## src/rtl/stm_swapchain_if.sv

```systemverilog
// Segment-select bundle between stm_timer, the swap chain and the STM memory read stage.
// The master side drives requests and indices; the slave side returns the selected playback state.
interface stm_swapchain_if;
    logic        UPDATE_SETTINGS;
    logic        REQ_RD_SEGMENT;
    logic        TRANSITION_MODE;
    logic [15:0] REP [2];
    logic [12:0] IDX [2];
    logic        SEGMENT;
    logic [12:0] IDX_OUT;
    logic        STOP;
    logic        UPDATE_OUT;

    modport master (
        output UPDATE_SETTINGS, REQ_RD_SEGMENT, TRANSITION_MODE, REP, IDX,
        input  SEGMENT, IDX_OUT, STOP, UPDATE_OUT
    );

    modport slave (
        input  UPDATE_SETTINGS, REQ_RD_SEGMENT, TRANSITION_MODE, REP, IDX,
        output SEGMENT, IDX_OUT, STOP, UPDATE_OUT
    );
endinterface

```

## src/rtl/stm_swapchain.sv

```systemverilog
// STM segment swap chain: picks the active segment index, switches immediately or on the next wrap,
// and counts segment loops so that finite playback can freeze once its repeat count is used up.
module stm_swapchain (
    input  logic             CLK,
    input  logic             RST_N,
    stm_swapchain_if.slave   bus
);
    typedef enum logic [1:0] {RUN_INF, RUN_FIN, WAIT_SYNC, STOPPED} state_t;
    localparam logic [15:0] REP_INF = 16'hFFFF;

    state_t      state_q, state_d, ret_q, ret_d;
    logic        seg_q, seg_d;
    logic [12:0] idx_out_q, idx_out_d;
    logic        stop_q, stop_d;
    logic        upd_q, upd_d;
    logic [15:0] loop_q, loop_d;
    logic [12:0] prev_q, prev_d;
    logic [15:0] rep_q, rep_d;
    logic        pend_seg_q, pend_seg_d;
    logic [15:0] pend_rep_q, pend_rep_d;

    logic [12:0] cur_idx;
    logic        wrap;
    logic        frozen;
    logic        do_entry;
    logic        entry_seg;
    logic [15:0] entry_rep;

    assign cur_idx = bus.IDX[seg_q];
    // The index holds each value for several cycles, so only a decrease marks a wrap.
    assign wrap    = cur_idx < prev_q;
    assign frozen  = (state_q == STOPPED) || (state_q == WAIT_SYNC && ret_q == STOPPED);

    always_comb begin
        // NOTE: every variable written here gets a default first, so no latch can be inferred.
        state_d    = state_q;
        ret_d      = ret_q;
        seg_d      = seg_q;
        stop_d     = stop_q;
        upd_d      = 1'b0;
        loop_d     = loop_q;
        rep_d      = rep_q;
        pend_seg_d = pend_seg_q;
        pend_rep_d = pend_rep_q;
        prev_d     = cur_idx;
        idx_out_d  = frozen ? idx_out_q : cur_idx;
        do_entry   = 1'b0;
        entry_seg  = seg_q;
        entry_rep  = rep_q;

        if (bus.UPDATE_SETTINGS) begin
            // A request outranks any wrap seen in the same cycle.
            if (!bus.TRANSITION_MODE) begin
                do_entry  = 1'b1;
                entry_seg = bus.REQ_RD_SEGMENT;
                entry_rep = bus.REP[bus.REQ_RD_SEGMENT];
            end else begin
                pend_seg_d = bus.REQ_RD_SEGMENT;
                pend_rep_d = bus.REP[bus.REQ_RD_SEGMENT];
                state_d    = WAIT_SYNC;
                if (state_q != WAIT_SYNC)
                    ret_d = state_q;
            end
        end else begin
            unique case (state_q)
                RUN_FIN: begin
                    if (wrap) begin
                        if (loop_q == rep_q) begin
                            state_d   = STOPPED;
                            stop_d    = 1'b1;
                            idx_out_d = idx_out_q;
                        end else if (loop_q != 16'hFFFF) begin
                            loop_d = loop_q + 16'd1;
                        end
                    end
                end
                WAIT_SYNC: begin
                    if (wrap) begin
                        do_entry  = 1'b1;
                        entry_seg = pend_seg_q;
                        entry_rep = pend_rep_q;
                    end
                end
                default: ;
            endcase
        end

        // Entry reloads prev from the new segment so the switch itself never looks like a wrap.
        if (do_entry) begin
            seg_d     = entry_seg;
            loop_d    = 16'd0;
            stop_d    = 1'b0;
            upd_d     = 1'b1;
            rep_d     = entry_rep;
            state_d   = (entry_rep == REP_INF) ? RUN_INF : RUN_FIN;
            prev_d    = bus.IDX[entry_seg];
            idx_out_d = bus.IDX[entry_seg];
        end
    end

    // NOTE: state registers use non-blocking assignments so every flop samples the pre-edge values.
    always_ff @(posedge CLK or negedge RST_N) begin
        if (!RST_N) begin
            state_q    <= RUN_INF;
            ret_q      <= RUN_INF;
            seg_q      <= 1'b0;
            idx_out_q  <= 13'd0;
            stop_q     <= 1'b0;
            upd_q      <= 1'b0;
            loop_q     <= 16'd0;
            prev_q     <= 13'd0;
            rep_q      <= REP_INF;
            pend_seg_q <= 1'b0;
            pend_rep_q <= 16'd0;
        end else begin
            state_q    <= state_d;
            ret_q      <= ret_d;
            seg_q      <= seg_d;
            idx_out_q  <= idx_out_d;
            stop_q     <= stop_d;
            upd_q      <= upd_d;
            loop_q     <= loop_d;
            prev_q     <= prev_d;
            rep_q      <= rep_d;
            pend_seg_q <= pend_seg_d;
            pend_rep_q <= pend_rep_d;
        end
    end

    assign bus.SEGMENT    = seg_q;
    assign bus.IDX_OUT    = idx_out_q;
    assign bus.STOP       = stop_q;
    assign bus.UPDATE_OUT = upd_q;
endmodule

```

## src/flat_wrapper.sv

```systemverilog
// flat-port wrapper written by rule: the top's interface ports become plain ports
module stm_swapchain_flat 
  (CLK, RST_N, bus_UPDATE_SETTINGS, bus_REQ_RD_SEGMENT, bus_TRANSITION_MODE, bus_REP, bus_IDX, bus_SEGMENT, bus_IDX_OUT, bus_STOP, bus_UPDATE_OUT);
  stm_swapchain_if bus_i ();
  input  logic CLK;
  input  logic RST_N;
  input wire logic [$bits(bus_i.UPDATE_SETTINGS)-1:0] bus_UPDATE_SETTINGS;
  input wire logic [$bits(bus_i.REQ_RD_SEGMENT)-1:0] bus_REQ_RD_SEGMENT;
  input wire logic [$bits(bus_i.TRANSITION_MODE)-1:0] bus_TRANSITION_MODE;
  input wire logic [$bits(bus_i.REP)-1:0] bus_REP;
  input wire logic [$bits(bus_i.IDX)-1:0] bus_IDX;
  output wire logic [$bits(bus_i.SEGMENT)-1:0] bus_SEGMENT;
  output wire logic [$bits(bus_i.IDX_OUT)-1:0] bus_IDX_OUT;
  output wire logic [$bits(bus_i.STOP)-1:0] bus_STOP;
  output wire logic [$bits(bus_i.UPDATE_OUT)-1:0] bus_UPDATE_OUT;
  assign bus_i.UPDATE_SETTINGS = bus_UPDATE_SETTINGS;
  assign bus_i.REQ_RD_SEGMENT = bus_REQ_RD_SEGMENT;
  assign bus_i.TRANSITION_MODE = bus_TRANSITION_MODE;
  assign bus_i.REP = {>>{bus_REP}};
  assign bus_i.IDX = {>>{bus_IDX}};
  assign bus_SEGMENT = bus_i.SEGMENT;
  assign bus_IDX_OUT = bus_i.IDX_OUT;
  assign bus_STOP = bus_i.STOP;
  assign bus_UPDATE_OUT = bus_i.UPDATE_OUT;
  stm_swapchain u_core (.CLK(CLK), .RST_N(RST_N), .bus(bus_i));
endmodule
```

## config.mk

```make
export PLATFORM = sky130hd
export DESIGN_NAME = stm_swapchain_flat
export DESIGN_NICKNAME = d
export VERILOG_FILES = /design/src/rtl/stm_swapchain_if.sv /design/src/rtl/stm_swapchain.sv /design/src/flat_wrapper.sv
export SDC_FILE = /design/constraint.sdc
export NUM_CORES = 1
export LEC_CHECK = 0
export BUFFER_PORTS_ARGS = -buffer_cell sky130_fd_sc_hd__buf_2
export CORE_MARGIN = 5
export CORE_UTILIZATION = 55
export DETAILED_ROUTE_END_ITERATION = 16
export PLACE_DENSITY = 0.78
export SKIP_LAST_GASP = 1
export SYNTH_ARGS = -nofsm -noshare
export SYNTH_HDL_FRONTEND = slang
export SYNTH_SLANG_ARGS = --single-unit
```

## constraint.sdc

```tcl
create_clock -name CLK -period 4.5 [get_ports CLK]
set_clock_uncertainty 0.05 [all_clocks]
set_input_delay 0.675 -clock CLK [delete_from_list [all_inputs] [get_ports CLK]]
set_output_delay 0.675 -clock CLK [all_outputs]
set_load 0.01 [all_outputs]
```

## After elaboration in Yosys (flattened, before gate mapping)

Index checks and enable logic that the tools add are counted.

| storage, ports and cells | value |
|---|---|
| input bits | 63 |
| register bits after elaboration | 82 |

| cells by class | value |
|---|---|
| $lt $le $gt $ge | 4 |
| reductions and logical operators | 14 |
| muxes and demuxes | 47 |
| $add $sub $neg | 1 |
| bitwise operators | 3 |
| equality and inequality tests | 12 |

Operators by type and width:

| cell | count |
|---|---|
| two-way mux 16 bit | 13 |
| two-way mux 13 bit | 13 |
| adder 16 x 1 -> 16 bit, second input constant | 1 |
| == test 16 bit | 1 |
| == test 16 bit, second input constant | 1 |
| inequality test 16 bit, second input constant | 1 |
| two-way mux 1 bit | 15 |
| less-than comparator 13 bit | 1 |
| two-way mux 2 bit | 6 |
| nonzero test 3 bit | 3 |
| AND reduction 4 bit | 2 |
| nonzero test 2 bit | 4 |
| == test 2 bit, second input constant | 3 |
| greater-or-equal comparator 2 bit, second input constant | 3 |
| NOT 1 -> 2 bit | 3 |
| inequality test 5 bit, second input constant | 1 |
| AND reduction 5 bit | 1 |
| inequality test 2 x 1 -> 1 bit, second input constant | 2 |
| inequality test 3 x 1 -> 1 bit, second input constant | 1 |
| AND reduction 3 bit | 1 |
| == test 2 x 1 -> 1 bit, second input constant | 1 |
| inequality test 2 bit, second input constant | 1 |
| AND reduction 2 bit | 1 |
| logical AND 1 bit | 1 |
| logical OR 1 bit | 1 |

## Logic depth before layout (Yosys ltp)

| depth | value |
|---|---|
| depth in word-level cells | 13 |
| depth in mapped cells | 14 |

## Worst setup path before layout

No wires, ideal clock.

| timing path | value |
|---|---|
| path kind | reg2reg |
| start point | reg u_core.seg_q (netlist: u_core.bus.SEGMENT) |
| end point | reg u_core.idx_out_q[10] (netlist: u_core.bus.IDX_OUT[10]) |
| data arrival time | 3.639 ns |
| slack | 0.686 ns |
| path buffers | 4 |
| stages on the path, launching flop included | 15 |
| clock period less this slack | 3.814 ns |
| data required time | 4.325 ns |
| path through | dfrtp_1 -> buf_6 -> clkbuf_1 -> mux2_2 -> ha_1 -> a21oi_1 -> o21ai_0 -> a2111oi_4 -> and2_1 -> buf_4 -> nand2_1 -> a31oi_4 -> buf_6 -> mux2_2 -> mux2_2 |

| between the ends | value |
|---|---|
| cells in the longest elaborated chain, start to end | 13 |
| elaborated cells on any way between the ends | 23 |
| those cells by class | 1 x order compare; 1 x eq/ne; 19 x mux; 2 x bitwise |

Ends and longest elaborated chain:

| item | line | text |
|---|---|---|
| start, declared | stm_swapchain.sv:12 | `logic seg_q, seg_d;` |
| start signal, assigned | stm_swapchain.sv:118 | `seg_q <= seg_d;` |
| NOT 1 -> 2 bit (implied by the code) | stm_swapchain.sv:29 | `assign cur_idx = bus.IDX[seg_q];` |
| two-way mux 13 bit (implied by the code) (3 in series) | stm_swapchain.sv:29 |  |
| less-than comparator 13 bit | stm_swapchain.sv:31 | `assign wrap = cur_idx < prev_q;` |
| two-way mux 1 bit | stm_swapchain.sv:78 | `if (wrap) begin` |
| two-way mux 1 bit | stm_swapchain.sv:65 | `unique case (state_q)` |
| two-way mux 1 bit | stm_swapchain.sv:51 | `if (bus.UPDATE_SETTINGS) begin` |
| NOT 1 -> 2 bit (implied by the code) | stm_swapchain.sv:97 | `idx_out_d = bus.IDX[entry_seg];` |
| two-way mux 13 bit (implied by the code) (3 in series) | stm_swapchain.sv:97 |  |
| two-way mux 13 bit * | stm_swapchain.sv:89 | `if (do_entry) begin` |
| named net u_core.idx_out_d[10] | stm_swapchain.sv:13 | `logic [12:0] idx_out_q, idx_out_d;` |
| end signal, assigned | stm_swapchain.sv:119 | `idx_out_q <= idx_out_d;` |
| end, declared | stm_swapchain.sv:13 |  |

The timed path passes the listed nets; every way through them passes the cells marked *. The select of a mux whose other input is x is not followed.
A chain may end at the register's enable or synchronous reset.

## Worst setup path in the final report

| timing path | value |
|---|---|
| start point | reg u_core.seg_q (netlist: u_core.bus.SEGMENT) |
| end point | reg u_core.idx_out_q[3] (netlist: u_core.bus.IDX_OUT[3]) |

The elaborated chain is that of the path after synthesis.

==> run_results.csv <==
group,metric,value,unit
worst_hold_path,hold_path_depth,2,
global_routing,grt_pass1_wl,17240,µm
global_routing,maximum_number_of_pins_on_one_net_before_global_route_repair,83,
worst_setup_path,critical_path_arrival,4.24,ns
clock_tree,cts.sinks,82,
power,comb_power_share,0.254,
worst_setup_path,critical-path-max-stage-delay,0.76,ns
global_routing,grt_remaining_overflow,0,
sta,finalHoldViolations,0,
route,num_vias,3596,
worst_setup_path,worst_path_dominant_cell_family,"compound AO/OA/AOI/OAI gates",
sta,setup_tns,0,ns
sta,finalMaxSlewViolations,0,
global_routing,antenna_found_initial,0,
sta,rsz0062_at_grt,"no",
clock_tree,cts_resized,0,
final_layout,final_core_util,0.6437,
job,max_cap_violations,0,
power,netSwitchingFraction,0.3113,
clock_tree,clk_transition_reported_paths,0.08,ns
place,gp_routability_congestion,0.8492,
worst_setup_path,setup.worst_path.class,"flop to flop",
worst_setup_path,timing.reg2reg.worst_path_depth,10,
global_routing,first_global_vias,3848,
worst_setup_path,path_common_cell,"sky130_fd_sc_hd__mux2_2",
power,cell_internal_pwr,0.001386,W
synthesis,postSynthRegisterBits,82,
clock_tree,h-tree-depth,3,
clock_tree,cts.path.max_buffers,2,
route,detail_route.iter0.violations,176,
power,pwr-share-seq,0.480,
worst_setup_path,worstSetupStartpointType,"flop",
synthesis,yosys_warnings,0,
synthesis,synth.avg_cell_area,10.28,µm²
final_layout,filler_cell_count,694,
synthesis,synth_sequential_area_ratio,0.4530,
clock_tree,cts_post_setup_buffers_inserted,0,
place,hpwl,7669,µm
final_layout,ff_latch_area,2072,µm²
die,core.rowCount,33,
clock_tree,hold_buffers,0,
sta,final-setup-viol-count,0,
die,die_width,101.2,µm
route,drt_first_pass_iters,4,
worst_setup_path,cp_max_fo,15,
die,io_pins,79,
worst_setup_path,cp-end-kind,"flop",
power,netSwitchingPower,0.0006264,W
place,port_buffers,78,
power,power.density,382.4,nW/µm²
clock_tree,tritoncts,"yes",
route,drcViolationCount,0,
power,vdd_drop_max,0.1692,mV
route,final_antenna_violating_net_count,0,
sta,worst-slew-pin-transition,1.013,ns
worst_setup_path,worst-path-buf-inv,0,
worst_setup_path,worstPathRequired,4.69,ns
die,die_area,10240,µm²
route,vias_per_cell,5.672,
final_layout,post_route_cells_drive_above_1_share,0.3195,
synthesis,synth.distinct_cells,45,
die,floorplan.initialDensity,0.5595,
worst_hold_path,min-delay-path-class,"flop to flop",
sta,max_freq,246.9,MHz
final_layout,flow.area_growth_from_synthesis,15.04,%
route,detail_route.wl_per_cell,16.44,µm
synthesis,postSynthNetCount,521,
clock_tree,clock_tree.root_cell,"sky130_fd_sc_hd__clkbuf_8",
sta,finalWorstPathRequiredPeriod,4.050,ns
route,postRouteWirelength,10430,µm
die,dieHeight,101.2,µm
die,coreArea,8175,µm²
worst_setup_path,timing.critical_path.depth,10,
final_layout,multi_input_gate_area,2335,µm²
sta,finalCritPeriodShare,0.9000,
final_layout,insertedDiodeCount,0,
power,clockPowerShare,0.266,
synthesis,netlist_area,4574,µm²
clock_tree,cts_buffers,9,
global_routing,overall_global_routing_usage,0.2110,
worst_setup_path,path_cells,"mux2_2 > ha_1 > a21oi_1 > o21ai_0 > a2111oi_4 > and2_1 > nand2_1 > a31oi_4 > mux2_2 > mux2_2",
final_layout,finish.net_count,600,
clock_tree,worst_skew_pair_latency,0.35,ns
power,p_leak,2.538,nW
outcome,status,"completed",
worst_setup_path,max_stage_delay_cell_worst_path,"sky130_fd_sc_hd__dfrtp_1",
sta,maxSlewHeadroom,0.3246,
synthesis,post_synth_inst_count,445,
## layer usage
metal | vias up | GRT usage | wire (µm)
li1 | 1720 | - | -
met1 | 1755 | 0.2461 | 4251
met2 | 101 | 0.3768 | 5298
met3 | 20 | 0.04683 | 609
met4 | 0 | 0.08180 | 266
met5 | - | 0 | 0
## worst register-to-register path: cells and delay by family, from the launching register on
| family | cells | cell delay (ns) |
|---|---|---|
| flops | 1 | 0.76 |
| compound gates | 4 | 1.21 |
| fa+ha+maj | 1 | 0.29 |
| simple gates | 2 | 0.53 |
| mux | 3 | 1.10 |
## flip-flops by register name (all words and copies together), names as in the netlist, 2 cells and up
| signal | cells |
|---|---|
| u_core.ret_q | 2 |
| u_core.state_q | 2 |
| u_core.rep_q | 16 |
| u_core.prev_q | 13 |
| u_core.pend_rep_q | 16 |
| u_core.bus.IDX_OUT | 13 |
| u_core.loop_q | 16 |
## per-stage QoR
step           setup slack (ns)  instances  hold WS [ns]  cell area [µm²]  total power, W
5_1_grt                  0.2366        634        0.4643             5263        0.002127
2_1_floorplan            0.6864        445        0.3294             4574        0.001312
3_3_place_gp             0.5617        618        0.4056             5066        0.001462
3_5_place_dp             0.4580        618        0.4162             5066        0.001493
6_report                 0.4501        634        0.4309             5263        0.002012
4_1_cts                  0.4398        634        0.4368             5263        0.002029
## area by class of cell
type | count | share of cell area
multi-input combinational | 325 | 0.4437
sequential | 82 | 0.3937
timing repair buffer | 86 | 0.08607
clock buffer | 12 | 0.02758
tap | 105 | 0.02496
inverter | 20 | 0.01427
clock inverter | 4 | 0.009748
## cell families after synthesis
family,Yosys count,synth area share
simple gates,150,0.1548
flops,82,0.4530
mux,69,0.1644
compound gates,63,0.09820
buf+inv,38,0.03665
xor+xnor,30,0.05744
fa+ha+maj,13,0.03556
## power groups by stage
stage | registers, W | clock network (W) | logic [W]
after floorplan | 0.000958 | 0 | 0.000354
after global placement | 0.000972 | 0 | 0.000491
after detailed placement | 0.000980 | 0 | 0.000513
after CTS | 0.000965 | 0.000548 | 0.000516
after global routing | 0.000980 | 0.000577 | 0.000570
final | 0.000967 | 0.000535 | 0.000510
## synthesized netlist by cell type, drive strengths merged
| cell | count | area, µm² |
|---|---|---|
| o41ai | 1 | 27.53 |
| o21a | 1 | 7.510 |
| nor2b | 2 | 12.51 |
| a211oi | 3 | 22.52 |
| a311oi | 1 | 8.760 |
| a21o | 1 | 7.510 |
| a21oi | 18 | 93.84 |
| or4b | 2 | 20.02 |
| a31oi | 4 | 40.04 |
| nor4 | 6 | 37.54 |
| nand4 | 12 | 75.07 |
| a311o | 6 | 60.06 |
| nand3 | 4 | 20.02 |
| and2 | 3 | 18.77 |
| nand4b | 1 | 8.760 |
| nand2b | 2 | 12.51 |
| buf | 7 | 51.29 |
| inv | 20 | 75.07 |
| xnor2 | 3 | 26.28 |
| xor2 | 27 | 236.5 |
| and3 | 5 | 31.28 |
| nor3 | 1 | 5.000 |
| ha | 13 | 162.7 |
| o211ai | 2 | 28.78 |
| mux2i | 23 | 230.2 |
| mux2 | 46 | 521.8 |
| a2111oi | 1 | 27.53 |
| clkbuf | 11 | 41.29 |
| nand2 | 79 | 306.5 |
| or4 | 1 | 7.510 |
| or3 | 1 | 6.260 |
| dfstp | 16 | 420.4 |
| o21ai | 25 | 125.1 |
| nor2 | 25 | 93.84 |
| and4 | 6 | 52.55 |
| dfrtp | 66 | 1652 |
## path summary, 6_finish.rpt
check	startpoint	end	slack (ns)
min in group asynchronous	RST_N	u_core.prev_q[2]	0.45
setup reg to reg	u_core.bus.SEGMENT	u_core.bus.IDX_OUT[3]	0.45
max in group asynchronous	RST_N	u_core.loop_q[0]	3.31
hold / removal	u_core.pend_rep_q[7]	u_core.pend_rep_q[7]	0.43
hold reg to reg	u_core.pend_rep_q[7]	u_core.pend_rep_q[7]	0.43
setup / recovery	u_core.bus.SEGMENT	u_core.bus.IDX_OUT[3]	0.45
## cell usage in the layout, fill, tap and decap left out, types with 4 or more instances in the layout
master	count
sky130_fd_sc_hd__a21oi_1	17
sky130_fd_sc_hd__a311o_1	6
sky130_fd_sc_hd__and3_1	5
sky130_fd_sc_hd__and4_1	6
sky130_fd_sc_hd__buf_2	77
sky130_fd_sc_hd__buf_4	9
sky130_fd_sc_hd__clkbuf_8	10
sky130_fd_sc_hd__dfrtp_1	66
sky130_fd_sc_hd__dfstp_2	16
sky130_fd_sc_hd__ha_1	13
sky130_fd_sc_hd__inv_1	20
sky130_fd_sc_hd__mux2_2	45
sky130_fd_sc_hd__mux2i_1	23
sky130_fd_sc_hd__nand2_1	77
sky130_fd_sc_hd__nand3_1	4
sky130_fd_sc_hd__nand4_1	12
sky130_fd_sc_hd__nor2_1	25
sky130_fd_sc_hd__nor4_1	6
sky130_fd_sc_hd__o21ai_0	25
sky130_fd_sc_hd__xor2_1	27
(Power assumes the default switching activity.)
